==> src/rtl/blsenswr.sv <==
// Sensor exposure/gain register writer: samples exp/gain on each frame strobe and
// serialises only the changed values as 24-bit write frames over a 3-wire port.
module blsenswr #(
   parameter int unsigned CLKDIV    = 4,
   parameter logic [6:0]  ADDR_EXP  = 7'h09,
   parameter logic [6:0]  ADDR_GAIN = 7'h35
) (
   input  logic        clk,
   input  logic        init,
   input  logic        en,
   input  logic        tv,
   input  logic [10:0] exp,
   input  logic [7:0]  gain,
   output logic        sclk,
   output logic        sdata,
   output logic        scs_n,
   output logic        busy,
   output logic        done
);

   typedef enum logic [2:0] {
      IDLE  = 3'd0,
      LOAD  = 3'd1,
      SHIFT = 3'd2,
      HOLD  = 3'd3,
      GAP   = 3'd4
   } state_e;

   localparam logic [7:0] DIV_LAST = 8'(CLKDIV - 1);
   localparam logic [4:0] BIT_LAST = 5'd23;

   state_e      state_q, state_d;
   logic [7:0]  cnt_q, cnt_d;
   logic        phase_q, phase_d;
   logic [4:0]  bit_q, bit_d;
   logic [23:0] shreg_q, shreg_d;
   logic        tv_d_q, tv_d_d;
   logic [10:0] sh_exp_q, sh_exp_d;
   logic [7:0]  sh_gain_q, sh_gain_d;
   logic [10:0] last_exp_q, last_exp_d;
   logic [7:0]  last_gain_q, last_gain_d;
   logic        pend_exp_q, pend_exp_d;
   logic        pend_gain_q, pend_gain_d;
   logic        wr_exp_q, wr_exp_d;
   logic        wr_gain_q, wr_gain_d;
   logic        valid_q, valid_d;
   logic        sclk_q, sclk_d;
   logic        sdata_q, sdata_d;
   logic        scs_n_q, scs_n_d;
   logic        busy_q, busy_d;
   logic        done_q, done_d;
   logic        tv_edge;

   always_comb begin
      // NOTE: every signal gets its hold value first so no path through this block can infer a latch.
      state_d     = state_q;
      cnt_d       = cnt_q;
      phase_d     = phase_q;
      bit_d       = bit_q;
      shreg_d     = shreg_q;
      sh_exp_d    = sh_exp_q;
      sh_gain_d   = sh_gain_q;
      last_exp_d  = last_exp_q;
      last_gain_d = last_gain_q;
      pend_exp_d  = pend_exp_q;
      pend_gain_d = pend_gain_q;
      wr_exp_d    = wr_exp_q;
      wr_gain_d   = wr_gain_q;
      tv_d_d      = tv;
      tv_edge     = tv & ~tv_d_q & en;

      unique case (state_q)
         IDLE: begin
            if (pend_exp_q || pend_gain_q) state_d = LOAD;
         end
         LOAD: begin
            if (pend_exp_q) begin
               shreg_d    = {1'b1, ADDR_EXP, 5'b0, sh_exp_q};
               pend_exp_d = 1'b0;
               last_exp_d = sh_exp_q;
               wr_exp_d   = 1'b1;
            end else begin
               shreg_d     = {1'b1, ADDR_GAIN, 8'b0, sh_gain_q};
               pend_gain_d = 1'b0;
               last_gain_d = sh_gain_q;
               wr_gain_d   = 1'b1;
            end
            cnt_d   = '0;
            phase_d = 1'b0;
            bit_d   = '0;
            state_d = SHIFT;
         end
         SHIFT: begin
            if (cnt_q == DIV_LAST) begin
               cnt_d = '0;
               if (!phase_q) begin
                  phase_d = 1'b1;
               end else begin
                  phase_d = 1'b0;
                  // The last bit stays on sdata through HOLD instead of shifting out.
                  if (bit_q == BIT_LAST) begin
                     state_d = HOLD;
                  end else begin
                     bit_d   = bit_q + 5'd1;
                     shreg_d = {shreg_q[22:0], 1'b0};
                  end
               end
            end else begin
               cnt_d = cnt_q + 8'd1;
            end
         end
         HOLD: begin
            if (cnt_q == DIV_LAST) begin
               cnt_d   = '0;
               state_d = GAP;
            end else begin
               cnt_d = cnt_q + 8'd1;
            end
         end
         GAP: begin
            if (cnt_q == DIV_LAST) begin
               cnt_d   = '0;
               state_d = (pend_exp_q || pend_gain_q) ? LOAD : IDLE;
            end else begin
               cnt_d = cnt_q + 8'd1;
            end
         end
         default: state_d = IDLE;
      endcase

      valid_d = wr_exp_d & wr_gain_d;

      // Compared against the post-LOAD last values so a same-cycle load is not re-queued.
      if (tv_edge) begin
         sh_exp_d    = exp;
         sh_gain_d   = gain;
         pend_exp_d  = ~valid_d | (exp != last_exp_d);
         pend_gain_d = ~valid_d | (gain != last_gain_d);
      end

      scs_n_d = ~((state_d == LOAD) || (state_d == SHIFT) || (state_d == HOLD));
      sclk_d  = (state_d == SHIFT) & phase_d;
      sdata_d = scs_n_d ? 1'b0 : shreg_d[23];
      busy_d  = (state_d != IDLE);
      done_d  = (state_q == GAP) && (state_d == IDLE);
   end

   // NOTE: sequential state uses non-blocking assignments so every flop samples pre-edge values.
   always_ff @(posedge clk or posedge init) begin
      if (init) begin
         state_q     <= IDLE;
         cnt_q       <= '0;
         phase_q     <= 1'b0;
         bit_q       <= '0;
         shreg_q     <= '0;
         tv_d_q      <= 1'b0;
         sh_exp_q    <= '0;
         sh_gain_q   <= '0;
         last_exp_q  <= '0;
         last_gain_q <= '0;
         pend_exp_q  <= 1'b0;
         pend_gain_q <= 1'b0;
         wr_exp_q    <= 1'b0;
         wr_gain_q   <= 1'b0;
         valid_q     <= 1'b0;
         sclk_q      <= 1'b0;
         sdata_q     <= 1'b0;
         scs_n_q     <= 1'b1;
         busy_q      <= 1'b0;
         done_q      <= 1'b0;
      end else begin
         state_q     <= state_d;
         cnt_q       <= cnt_d;
         phase_q     <= phase_d;
         bit_q       <= bit_d;
         shreg_q     <= shreg_d;
         tv_d_q      <= tv_d_d;
         sh_exp_q    <= sh_exp_d;
         sh_gain_q   <= sh_gain_d;
         last_exp_q  <= last_exp_d;
         last_gain_q <= last_gain_d;
         pend_exp_q  <= pend_exp_d;
         pend_gain_q <= pend_gain_d;
         wr_exp_q    <= wr_exp_d;
         wr_gain_q   <= wr_gain_d;
         valid_q     <= valid_d;
         sclk_q      <= sclk_d;
         sdata_q     <= sdata_d;
         scs_n_q     <= scs_n_d;
         busy_q      <= busy_d;
         done_q      <= done_d;
      end
   end

   assign sclk  = sclk_q;
   assign sdata = sdata_q;
   assign scs_n = scs_n_q;
   assign busy  = busy_q;
   assign done  = done_q;

endmodule
==> config.mk <==
export PLATFORM = sky130hd
export DESIGN_NAME = blsenswr
export DESIGN_NICKNAME = d
export VERILOG_FILES = /design/src/rtl/blsenswr.sv
export SDC_FILE = /design/constraint.sdc
export NUM_CORES = 1
export LEC_CHECK = 0
export CAP_MARGIN = 15
export CORE_ASPECT_RATIO = 1.4
export CORE_MARGIN = 4
export CORE_UTILIZATION = 50
export CTS_CLUSTER_DIAMETER = 150
export DETAILED_ROUTE_END_ITERATION = 8
export PLACE_DENSITY_LB_ADDON = 0.15
export SLEW_MARGIN = 10
export SYNTH_ARGS = -nofsm -noshare
export SYNTH_HDL_FRONTEND = slang
export SYNTH_SLANG_ARGS = --single-unit
==> constraint.sdc <==
create_clock -name clk -period 3.4 [get_ports clk]
set_clock_uncertainty 0.15 [all_clocks]
set_input_delay 0.34 -clock clk [delete_from_list [all_inputs] [get_ports clk]]
set_output_delay 0.34 -clock clk [all_outputs]
set_load 0.1 [all_outputs]
==> flow_summary_export.csv <==
group,metric,value,unit
logic_synthesis,synthDistinctLibCells,47,
logic_synthesis,synthFlopType,"dfrtp_1",
die,die_x,84.6,microns
route,first_iter_violations,142,
job,drv_cap,0,
sta,whs,0.174,ns
route,drt-pass1-iter-count,4,
clock_tree,cts_tree,"yes",
critical_path,reg2reg_depth,7,
sta,fmax,402,MHz
clock_tree,cts-buffers-inserted,9,
final_layout,fin_nets,448,
final_layout,drive_above_1_share,12.9,%
critical_path,rr_startpoint,"cnt_q[0]",
placed_design,io_buffers,27,
logic_synthesis,yosys_warnings,0,
sta,tightest_slew,0.967,ns
clock_tree,clk_pin_slew_worst_paths,0.08,ns
power_and_ir_drop,p_per_area,436,nW/um^2
final_layout,stdcell_area,4730,sq um
critical_path,reg2reg_to,"shreg_q[21]",
logic_synthesis,syn_nets,421,
clock_tree,postCtsSetupBuffers,0,
placed_design,gp_congestion,0.862,
sta,setup_tns,0,ns
route,vias_per_cell,5.46,
critical_path,arrival,2.00,ns
die,dieHeight,115,microns
grt,antenna_found_initial,0,
route,drt-total-wl,8180,microns
sta,period_share,73.1,%
power_and_ir_drop,ir_worst_vdd,268,uV
placed_design,place_inst,512,
critical_path,critical_path.endpoint,"scs_n",
critical_path,cp.required,2.91,ns
sta,period_needed,2.49,ns
die,pin_count,28,
hold_path,min_path_type,"input port to asynchronous set/reset pin",
logic_synthesis,synth-seq-cells,89,
final_layout,area_delta_synth_final,15.0,%
critical_path,crit_cells,1,
placed_design,placed_area,4520,sq um
die,core_area,7890,sq um
clock_tree,htreeDepth,3,
grt,grt_pass1_wl,14400,microns
route,drc,0,
sta,relSlewSlack,35.4,%
sta,setup_viol,0,
clock_tree,clk_latency,0.36,ns
grt,grt_max_degree,63,
sta,finalHoldViolCount,0,
critical_path,critPathKind,"flip-flop to primary output",
placed_design,dpl.hpwl,5630,microns
logic_synthesis,async_flop_share,100,%
logic_synthesis,synthCells,396,
clock_tree,cts_resized,0,
critical_path,critPathMaxStageDelay,1.12,ns
route,ant_nets,0,
outcome,status,"completed",
grt,overflow,0,
critical_path,crit_chain,"clkdlybuf4s50_1",
route,routedWlPerCell,15.5,microns
grt,grt_pass1_vias,2964,
clock_tree,clockBufferDepth,2,
grt,grt_usage,18.7,%
critical_path,endpoint_kind,"primary output",
critical_path,start_kind,"flip-flop",
critical_path,worstPathMaxFanout,1,
sta,rsz0062_at_grt,"no",
logic_synthesis,seq_area_frac_synth,54.2,%
route,via_count,2882,
logic_synthesis,synth_edf_count,0,
clock_tree,clkSinkCount,89,
critical_path,reg2reg_slack,0.94,ns
die,dieArea,9760,sq um
die,row_count,38,
critical_path,path_delay_family,"buffers and inverters",
final_layout,insertedDiodeCount,0,
die,start_util,52.1,%
critical_path,startpoint,"scs_n",
logic_synthesis,syn-cell-area,4110,sq um
logic_synthesis,syn_area_per_cell,10.4,sq um
final_layout,final-instance-count-excl-fill,528,
power_and_ir_drop,leakage,0.00220,uW
clock_tree,hold_buffers,0,
critical_path,slowest_stage,"clkdlybuf4s50_1",
critical_path,cp_num_buf_inv,1,
clock_tree,clockRootBuffer,"clkbuf_8",
sta,slew_violations,0,
==> metrics by stage <==
step                setup slack (ns)  util (%)  total power, uW
CTS                            0.881      59.9             2090
floorplan                      0.605         -             1270
global placement               0.923      57.3             1340
detailed placement             0.889      57.3             1350
global route                   0.748      59.9             2160
finish                         0.913      59.9             2060
==> layout make-up <==
cell class / instances / area [sq um]
Clock buffer: 11 / 151
Clock inverter: 5 / 53.8
Fill cell: 681 / 3170
Inverter: 16 / 61.3
Multi-Input combinational cell: 271 / 1760
Sequential cell: 89 / 2230
Tap cell: 100 / 125
Timing Repair Buffer: 36 / 350
==> metal layers <==
metal	track usage, %	vias up	share of wire, %
met5	0	-	0
met4	6.65	0	1.4
met3	5.02	9	3.4
met2	30.2	37	49
met1	24.5	1407	46
li1	-	1429	-
==> power breakdown <==
part	internal, uW	total (uW)	switching (uW)
registers	1120	1160	47.7
logic	88.6	158	69.4
clock network	377	740	363
total	1580	2060	480
==> registers in the layout, summed over array words and instances, names as in the netlist, 3 cells and up <==
register     count
shreg_q         24
sh_exp_q        11
last_exp_q      11
sh_gain_q        8
cnt_q            8
state_q          3
bit_q            5
last_gain_q      8
==> placed cells by master (no fill, tap or decap), drive strengths merged, types with 3 or more instances in the layout <==
cell / n
mux2: 21
nor3: 4
dfrtp: 88
o211ai: 5
buf: 9
xnor2: 9
clkbuf: 11
nand4: 11
clkinv: 5
a31oi: 3
nand3: 18
clkdlybuf4s50: 27
nor4: 4
nand2: 78
mux2i: 12
nand3b: 3
a21oi: 6
and3: 3
o21ai: 25
nor2: 14
xor2: 20
inv: 15
==> synthesized netlist by cell type (3+ instances only) <==
master	n	area share [%]
xor2_1	20	4.3
o211ai_1	5	0.91
nand3b_1	3	0.55
nor4_1	4	0.61
inv_1	16	1.5
nand3_1	18	2.2
o21ai_0	25	3.0
a21oi_1	6	0.73
and3_1	3	0.46
xnor2_1	9	1.9
buf_2	10	1.2
nor3_1	4	0.49
nand2_1	78	7.1
nand4_1	11	1.7
clkbuf_1	8	0.73
a31oi_1	3	0.46
mux2_2	21	5.8
nor2_1	14	1.3
mux2i_1	12	2.9
dfrtp_1	88	54
==> logic make-up (layout without fill, tap and decap cells) <==
group	after synthesis	after routing	share of synthesized area [%]
AO/OA/AOI/OAI	56	56	8.80
buffers and inverters	36	68	3.59
AND/OR/NAND/NOR	151	151	17.9
XOR/XNOR	29	29	6.18
adder cells (fa/ha/maj)	2	2	0.609
flip-flops	89	89	54.2
multiplexers	33	33	8.68
==> worst min-delay path by stage <==
| stage | slack (ns) | endpoint | from |
|---|---|---|---|
| finish | 0.17 | shreg_q[11] | init |
| global route | 0.20 | sdata | init |
| CTS | 0.17 | bit_q[2] | init |
| detailed placement | 0.30 | wr_exp_q | wr_exp_q |
| global placement | 0.30 | wr_exp_q | wr_exp_q |
| floorplan | 0.22 | tv_d_q | tv |
Power figures use the tool's default switching activity.
